[src/rtl/fetch_port.sv]
// -----------------------------------------------------------------------------
// fetch_port
//   Bus-side responder for the fetch stage's instruction interface. A two-entry
//   instruction buffer answers fetch_address combinationally. On a miss a
//   demand read runs on the instruction memory bus while fetch_ready stays low
//   so the hazard unit stalls fetch. After a hit the next sequential word is
//   prefetched into the other entry (when PREFETCH=1).
//
// Parameters
//   PREFETCH      1: sequential prefetch after hits, 0: demand reads only
//
// Ports
//   clk           clock
//   reset         asynchronous, active-high reset
//   fetch_address word address requested by fetch (bits [1:0] ignored)
//   fetch_data    instruction for fetch_address, 0 when not ready
//   fetch_ready   combinational hit: fetch_data/fetch_error valid this cycle
//   fetch_error   hit entry was filled with a bus error, 0 when not ready
//   flush         invalidate both entries (fence.i)
//   mem_req       registered read request, held until mem_ack
//   mem_addr      registered read word address, bits [1:0]=0
//   mem_ack       read completes on an edge where mem_req && mem_ack
//   mem_rdata     read data, valid with mem_ack
//   mem_err       bus error, valid with mem_ack
// -----------------------------------------------------------------------------
module fetch_port #(
  parameter bit PREFETCH = 1'b1
) (
  input  logic        clk,
  input  logic        reset,
  input  logic [31:0] fetch_address,
  output logic [31:0] fetch_data,
  output logic        fetch_ready,
  output logic        fetch_error,
  input  logic        flush,
  output logic        mem_req,
  output logic [31:0] mem_addr,
  input  logic        mem_ack,
  input  logic [31:0] mem_rdata,
  input  logic        mem_err
);

  typedef enum logic [1:0] {
    ST_IDLE,
    ST_DEMAND,
    ST_PREFETCH
  } state_e;

  // Buffer entries: valid bits are control state, tag/data/err are payload.
  logic [1:0]  valid_q;
  logic [29:0] tag_q  [2];
  logic [31:0] data_q [2];
  logic [1:0]  err_q;

  // Transaction state.
  state_e      state_q;
  logic        mem_req_q;
  logic [29:0] req_tag_q;   // word address of the outstanding (or last) read
  logic        pf_idx_q;    // entry that hit when the prefetch was issued
  logic        discard_q;   // outstanding read was overtaken by a flush

  // Lookup.
  logic [29:0] fetch_tag;
  logic [1:0]  hit;
  logic        any_hit;
  logic        hit_idx;
  logic [29:0] next_tag;
  logic        next_buffered;
  logic        pf_ok;

  // Completion.
  logic        done;
  logic        fill_we;
  logic        fill_idx;

  logic        unused_addr_bits;
  assign unused_addr_bits = ^fetch_address[1:0];

  assign fetch_tag = fetch_address[31:2];
  assign hit[0]    = valid_q[0] && (tag_q[0] == fetch_tag);
  assign hit[1]    = valid_q[1] && (tag_q[1] == fetch_tag);
  assign any_hit   = |hit;
  // The entries never share a tag, so at most one hit bit is set.
  assign hit_idx   = hit[1];

  assign next_tag      = tag_q[hit_idx] + 30'd1;
  assign next_buffered = (valid_q[0] && (tag_q[0] == next_tag)) ||
                         (valid_q[1] && (tag_q[1] == next_tag));
  // No prefetch past an errored word, past the top of memory, or of a word
  // already held in the buffer.
  assign pf_ok = PREFETCH && !err_q[hit_idx] && (tag_q[hit_idx] != '1) &&
                 !next_buffered;

  assign done     = mem_req_q && mem_ack;
  // A flush on the completion edge, or one seen earlier, drops the fill.
  assign fill_we  = done && !flush && !discard_q;
  assign fill_idx = (state_q == ST_PREFETCH) ? ~pf_idx_q : 1'b0;

  // Fetch-side outputs are combinational so a hit costs no cycles.
  // NOTE: every always_comb output gets a default first, otherwise a path
  // that skips the assignment would infer a latch.
  always_comb begin
    fetch_ready = 1'b0;
    fetch_data  = 32'h0;
    fetch_error = 1'b0;
    if (any_hit && !flush) begin
      fetch_ready = 1'b1;
      fetch_data  = data_q[hit_idx];
      fetch_error = err_q[hit_idx];
    end
  end

  assign mem_req  = mem_req_q;
  assign mem_addr = {req_tag_q, 2'b00};

  // Control FSM with registered bus outputs.
  // NOTE: sequential state uses non-blocking assignments only, so every
  // right-hand side reads the pre-edge value regardless of statement order.
  always_ff @(posedge clk or posedge reset) begin
    if (reset) begin
      state_q   <= ST_IDLE;
      valid_q   <= 2'b00;
      mem_req_q <= 1'b0;
      req_tag_q <= 30'h0;
      pf_idx_q  <= 1'b0;
      discard_q <= 1'b0;
    end else begin
      if (fill_we) begin
        valid_q[fill_idx] <= 1'b1;
      end
      if (flush) begin
        valid_q <= 2'b00;
      end

      case (state_q)
        ST_IDLE: begin
          // Entries are being invalidated during a flush cycle; wait for the
          // next cycle to re-evaluate the address.
          if (!flush) begin
            if (!any_hit) begin
              mem_req_q <= 1'b1;
              req_tag_q <= fetch_tag;
              state_q   <= ST_DEMAND;
            end else if (pf_ok) begin
              mem_req_q <= 1'b1;
              req_tag_q <= next_tag;
              pf_idx_q  <= hit_idx;
              state_q   <= ST_PREFETCH;
            end
          end
        end
        ST_DEMAND, ST_PREFETCH: begin
          if (done) begin
            mem_req_q <= 1'b0;
            discard_q <= 1'b0;
            state_q   <= ST_IDLE;
          end else if (flush) begin
            discard_q <= 1'b1;
          end
        end
        default: state_q <= ST_IDLE;
      endcase
    end
  end

  // Entry payload: only the valid bits need a reset value.
  // NOTE: storage arrays are deliberately left out of reset; valid bits gate
  // every use of them, and an unreset array maps onto plain flops or RAM.
  always_ff @(posedge clk) begin
    if (fill_we) begin
      tag_q[fill_idx]  <= req_tag_q;
      data_q[fill_idx] <= mem_rdata;
      err_q[fill_idx]  <= mem_err;
    end
  end

endmodule

[config.mk]
export PLATFORM = sky130hd
export DESIGN_NAME = fetch_port
export DESIGN_NICKNAME = d
export VERILOG_FILES = /design/src/rtl/fetch_port.sv
export SDC_FILE = /design/constraint.sdc
export NUM_CORES = 1
export LEC_CHECK = 0
export ABC_AREA = 1
export CORE_ASPECT_RATIO = 0.75
export CORE_MARGIN = 2
export CORE_UTILIZATION = 40
export CTS_BUF_LIST = sky130_fd_sc_hd__clkbuf_16
export CTS_CLUSTER_SIZE = 25
export DETAILED_ROUTE_END_ITERATION = 8
export PLACE_DENSITY_LB_ADDON = 0.3
export REMOVE_ABC_BUFFERS = 1
export SLEW_MARGIN = 20
export SYNTH_ARGS = -nofsm -noshare
export SYNTH_HDL_FRONTEND = slang
export SYNTH_SLANG_ARGS = --single-unit
[constraint.sdc]
create_clock -name clk -period 6.4 [get_ports clk]
set_clock_uncertainty 0.2 [all_clocks]
set_input_delay 1.6 -clock clk [delete_from_list [all_inputs] [get_ports clk]]
set_output_delay 1.6 -clock clk [all_outputs]
set_load 0.1 [all_outputs]
=== Word-level counts from Yosys, hierarchy flattened ===
Memory sizes are Yosys's and may differ from the RTL's.
Index checks and enable logic that the tools add are counted.

* ROM bits: 0
* Register bits: 39
* Output and inout port bits: 67
* Bits in writable memories: 124
* Bits in latches: 0
* Memories kept: 2

* Shift operators: 0
* Divide/modulo/power cells: 0
* Bitwise gates (word level): 3
* Reduce and logical (&&, ||, !) cells: 27
* $lt $le $gt $ge: 3
* Equality and inequality tests: 11
* $mul: 0
* Add/subtract/negate cells: 1
* Muxes and demuxes: 27

{| class="wikitable"
|+ Memories
! name !! depth !! bits a word !! read ports !! clocked after memory_dff !! wr ports !! RTL line !! text
|-
| data_q || 2 || 32 || 1 || 0 || 1 || 52 || <nowiki>logic [31:0] data_q [2];</nowiki>
|-
| tag_q || 2 || 30 || 3 || 0 || 1 || 51 || <nowiki>logic [29:0] tag_q [2];</nowiki>
|}

{| class="wikitable"
|+ Operators with widths
! operator !! number
|-
| == test 30 bit || 4
|-
| 2-to-1 mux 30 bit || 2
|-
| 2-to-1 mux 32 bit || 1
|-
| adder 30 x 1 -> 30 bit, second input constant || 1
|-
| inequality test 30 bit, second input constant || 1
|-
| 2-to-1 mux 1 bit || 14
|-
| 2-to-1 mux 2 bit || 6
|-
| logical AND 1 bit || 11
|-
| AND reduction 4 bit || 2
|-
| AND reduction 3 bit || 2
|-
| nonzero test 2 bit || 3
|-
| zero test 1 bit || 4
|-
| less-than comparator 1 x 2 -> 1 bit, second input constant || 2
|-
| inequality test 2 bit, second input constant || 2
|-
| one-hot mux 2 bit (2 select lines) || 1
|-
| OR reduction 2 bit || 2
|-
| inequality test 3 bit, second input constant || 1
|-
| bitwise mux 2 bit || 1
|-
| == test 2 x 1 -> 1 bit, second input constant || 1
|-
| == test 2 bit, second input constant || 1
|-
| zero test 2 bit || 1
|-
| inequality test 2 x 1 -> 1 bit, second input constant || 1
|-
| NOT 1 bit || 2
|-
| OR 2 bit || 1
|-
| other kinds (5) || 5
|}

=== Longest topological paths before layout ===
An unclocked memory read counts as a cell.

* Depth after elaboration: 14
* Gate-level depth with buffers: 34
* Depth with buffers taken out: 32

=== Least setup slack after synthesis ===
OpenSTA, ideal clock, no wires.

* Path kind: input to output
* From: in fetch_address[30]
* To: out fetch_error
* Path buffers: 2
* Stages: 13
* Required time: 4600 ps
* Slack: -2153 ps
* Data arrival time: 6753 ps
* Cells stage by stage: xnor2_1 -> nand2_1 -> nor2_1 -> nand2_1 -> nor2_2 -> nand2_2 -> buf_2 -> buf_2 -> nand2_1 -> clkinv_1 -> nor2_1 -> inv_1 -> nor3_1

* Longest elaborated chain between the ends: 5

{| class="wikitable"
|+ Ends and longest elaborated chain
! element !! RTL line !! text
|-
| start, declared || 31 || <nowiki>input logic [31:0] fetch_address,</nowiki>
|-
| == test 30 bit, on equally long branches || 81, 80 ||
|-
| logical AND 1 bit, on equally long branches || 81, 80 ||
|-
| 2-to-1 mux 1 bit (not written as such) or OR reduction 2 bit (tied branches) || 109, 82 ||
|-
| 2-to-1 mux 1 bit (not written as such) or logical AND 1 bit (tied branches) || 109, 106 ||
|-
| 2-to-1 mux 1 bit * || 106 || <nowiki>if (any_hit && !flush) begin</nowiki>
|-
| end, declared || 34 || <nowiki>output logic fetch_error,</nowiki>
|}

Every way passes the cells marked *; elsewhere a longest branch is shown, timed or not. The select of a mux whose other input is x is not followed.

=== Worst setup path after layout ===
Same ends and word-level chain as after synthesis.

==> results.md <==
- In this run the most critical hold path is launched from state_q[0].
- The clock-pin transition on the worst setup and hold timing paths is ~0.070 ns.
- The layout net count is 1,814.
- The worst-case clock buffer depth is 2.
- The share of synthesized area in the top cell type comes to 0.353.
- The detail route stage leaves a number of antenna-violating nets equal to 0.
- The global-route congestion overflow total is 0.
- The power density over the cells is 160 mW/mm2.
- After synthesis, the share of cell area in mux cells is 0.
- The number of distinct library cells after synthesis is slightly above 40.
- The compound-cell area share of the yosys netlist came to 0.0698.
- The worst-case IR drop observed on VDD is between 0.2 and 0.25 mV.
- The share of total power dissipated in sequential elements is 0.492.
- TritonCTS built the clock tree.
- The maximum level of the CTS H-tree is 4.
- Of the total synthesized cell area, the portion taken by full adders, half adders and majority gates is 0.00350.
- During synthesis, Yosys emitted a total of 0 warnings.
- The number of hold-slack violations in the final timing report is 0.
- The final weighted congestion in routability-driven placement is approximately 1.
- Counting flops with a built-in enable in the synthesized netlist gives roughly 130.
- The maximum fanout encountered on the critical timing path is 33.
- Entering global routing, the biggest net connects 65 pins.
- Setup repair after global routing left no endpoint under its margin.
- The total CTS buffers is 17.
- In this run the worst hold path is classified as register to register.
- The initial antenna violation count came to 0.
- about 140 I/O pins were placed.
- In the routed layout, each cell is associated on average with a via count of between 5 and 6.
- The wire length of the first global-routing pass is between 60 and 70 mm.
- The share of synthesized cell area in and, or, nand and nor gates is 0.399.
- The flow ran to the end, and the final reports show no timing, DRC or antenna violations.
- The biggest area contributor in the post-synthesis netlist is sky130_fd_sc_hd__edfxtp_1.
- Counting flops and latches in the post-synthesis netlist gives 163.
- Of the total synthesized cell area, the portion taken by XOR and XNOR cells is 0.0155.
- The clock latency on the worst-skew pair is roughly 0.45 ns.
- The data arrival time of the worst path is 4.42 ns.
- Traced cell by cell, the critical path runs through clkdlybuf4s50_1 -> or2_2 -> o21ai_0 -> nor3_1 -> nand2_1 -> nor4_2 -> nand4_1 -> nand2_1 -> clkinv_1 -> nor2_2 -> inv_1 -> buf_12 -> nor3_1 -> buf_4 -> buf_12.
- The post-route worst setup slack is about 0.18 ns.
- The floorplan step defined a die boundary enclosing around 0.028 mm2.
- After synthesis, the cell types taking the most area are sky130_fd_sc_hd__edfxtp_1 (35%), sky130_fd_sc_hd__nand2_1 (20%), sky130_fd_sc_hd__dfrtp_1 (8.6%).
- Setup violations remaining at the end of the flow were counted as 0.
- The number of filler instances in the final layout is about 2,500.
- The quantity of I/O buffers inserted on ports is roughly 130.
- The prevailing post-synth register cell is sky130_fd_sc_hd__edfxtp_1.
- The worst flop-to-flop path startpoint is tag_q[1][12].
- The average cell area after synthesis is ~7.2 um2.
- The number of antenna diodes in the final layout is 0.
- The detail-routed net length per standard cell is just over 20 um.
- The slowest stage of the critical path belongs to the cell sky130_fd_sc_hd__clkdlybuf4s50_1.
- On the final layout, the worst hold slack is about 0.28 ns.
- The worst register-to-register path has a setup slack of 1.67 ns.
- By area, the combinational part of the netlist is dominated by simple AND/OR/NAND/NOR gates.
- Tracing the worst setup path back leads to its startpoint at fetch_address[30].
- The type of the setup path with the least slack is input port to output pin.
- Clock tree synthesis found a total of 163 sinks.
- The switching power summed over all nets is 0.589 mW.
- Summed over all cells, the static leakage comes to about 6.3 nW.
- The post-placement setup slack is around 0.14 ns.
- The share of layout cells above drive strength 1 is 0.189.
- STA puts the critical path data required time at approximately 4.6 ns.
- For this run, asynchronously set or reset flops after synthesis account for 0.227.
- The die is a little under 200 um wide.
- The clock network fraction of total power is 0.446.
- The placed wire-length estimate after detailed placement is about 34 mm.
- STA classifies the critical path startpoint as an input port.
- At the pin with the least slew margin, the transition time is 1.01 ns.
- The number of pins exceeding their max-slew limit in the final report is 0.
- The count of buffers added by post-CTS timing repair for setup is 0.
- The most common cell in the netlist is sky130_fd_sc_hd__nand2_1.
- The number of iterations in the first detailed-routing pass is 6.
- The post-detailed-routing wire length is approximately 43 mm.
- The fmax is about 160 MHz.
- The detailed-route via count is roughly 11,000.
- The floorplan die height is about 150 um.
- Relative to the synthesized area, the layout overhead comes to 34.0%.
- In this run the core area contains about 50 standard-cell rows.
- The number of global-route vias before repair is about 10,000.
- The share of the clock period used by the worst path after layout is 0.972.
- The number of max-capacitance violations reported is 0.
- The biggest cell delay along the critical path is about 0.62 ns.
- After detailed routing, the number of remaining DRC violations is 0.
- STA classifies the critical path endpoint as an output pin.
- By count the netlist is led by sky130_fd_sc_hd__nand2_1 (567), sky130_fd_sc_hd__nand3_1 (171), sky130_fd_sc_hd__nor2_1 (135).
- The synthesized netlist cell count is around 1,500.
- The share of total power dissipated in combinational logic is 0.063.
- The switching share of total power is 0.255.
- The number of DRC markers after the initial detailed-route iteration is 1,411.
- The share of the Yosys chip area taken by registers is 0.439.
- The worst slew margin relative to its limit is 0.325.
- The core footprint is 0.0262 mm2.
- For this run, the total global-route usage over all layers was measured as 0.315.
- The cell sitting at the root of the clock tree is a sky130_fd_sc_hd__clkbuf_16.
- The internal portion of the total power is 1.72 mW.
- For this configuration, the core starts out at a cell density of 0.410.
- The worst path needs roughly 6.2 ns of the cycle, external delays included.
- After synthesis the cells add up to around 0.011 mm2.
==> timing repair <==
action                                  CTS  global route
endpoints found under the setup margin    0            33
hold buffers                              0             0
endpoints found under the hold margin     0             0
resized for setup                         0             6
==> cell families after synthesis <==
| logic type | Yosys count |
|---|---|
| simple gates | 991 |
| buf+inv | 185 |
| flops | 163 |
| compound gates | 122 |
| xor+xnor | 19 |
| fa+ha+maj | 3 |
| other cells | 1 |
==> state kept, by name, summed over array words and instances, names as in the netlist <==
signal	cells
pf_idx_q	1
valid_q	2
mem_req	1
req_tag_q	30
data_q	64
state_q	2
err_q	2
discard_q	1
tag_q	60
==> placed cells by master, fill, tap and decap left out, drive strengths merged <==
cell type / netlist / layout
nand3: 174 / 174
and2: 3 / 3
nand2: 607 / 607
clkdlybuf4s50: 0 / 96
nand4: 25 / 25
xor2: 5 / 5
dlymetal6s2s: 0 / 1
o2111ai: 1 / 1
buf: 19 / 174
o21ai: 73 / 73
conb: 1 / 2
o21a: 2 / 2
clkbuf: 14 / 17
nor4b: 1 / 1
nor3: 7 / 7
clkinvlp: 0 / 1
clkinv: 7 / 15
nand3b: 5 / 5
a21oi: 42 / 42
inv: 145 / 151
a2111o: 1 / 1
dfrtp: 37 / 37
edfxtp: 126 / 126
nor4: 11 / 11
ha: 3 / 3
o21bai: 2 / 2
or4: 1 / 1
xnor2: 14 / 14
or2: 3 / 3
a31oi: 1 / 1
nor2: 154 / 154
==> routing by layer <==
layer	vias to the layer above	track usage	share of wire
met2	491	0.439	0.41
met3	44	0.0518	0.090
met4	0	0.0549	0.011
met1	5282	0.508	0.49
li1	5366	-	-
met5	-	0	0
==> final timing paths <==
path / cells past startpoint / to
worst min register to register: 2 / state_q[0]
worst min-delay path: 2 / state_q[0]
worst max register to register: 24 / req_tag_q[15]
worst max-delay path: 15 / fetch_error
min in group asynchronous: 2 / req_tag_q[17]
max in group asynchronous: 2 / req_tag_q[16]
==> layout make-up <==
| cell class | count | area (um2) | area share |
|---|---|---|---|
| inverter | 152 | 572 | 0.0398 |
| tap | 344 | 430 | 0.0300 |
| clock buffer | 17 | 425 | 0.0296 |
| sequential | 163 | 4710 | 0.328 |
| clock inverter | 15 | 161 | 0.0112 |
| timing repair buffer | 271 | 2790 | 0.194 |
| multi-input combinational | 1137 | 5280 | 0.367 |
==> power groups by stage <==
stage | Combinational (mW) | Sequential [mW] | Clock, mW
6_report | 0.144 | 1.13 | 1.03
5_1_grt | 0.157 | 1.13 | 1.08
3_5_place_dp | 0.141 | 1.16 | 0
4_1_cts | 0.141 | 1.13 | 1.04
3_3_place_gp | 0.140 | 1.16 | 0
2_1_floorplan | 0.0576 | 1.16 | 0
==> critical path: cells and delay by family <==
kind / cells / cell delay, ns
AOI/OAI and AO/OA: 1 / 0.14
buffers and inverters: 6 / 1.31
and+or+nand+nor: 8 / 1.33
==> through the flow <==
| stage | TNS, ns | area [um2] | utilization | power, mW | std cells |
|---|---|---|---|---|---|
| CTS | 0 | 14300 | 0.548 | 2.32 | 2099 |
| detailed placement | 0 | 13800 | 0.526 | 1.30 | 2067 |
| finish | 0 | 14400 | 0.549 | 2.30 | 2099 |
| global route | 0 | 14400 | 0.549 | 2.37 | 2099 |
| floorplan | -152.09 | 10500 | - | 1.21 | 1452 |
| global placement | 0 | 13800 | 0.526 | 1.30 | 2067 |
No activity file was read; power rests on OpenSTA's default activity.
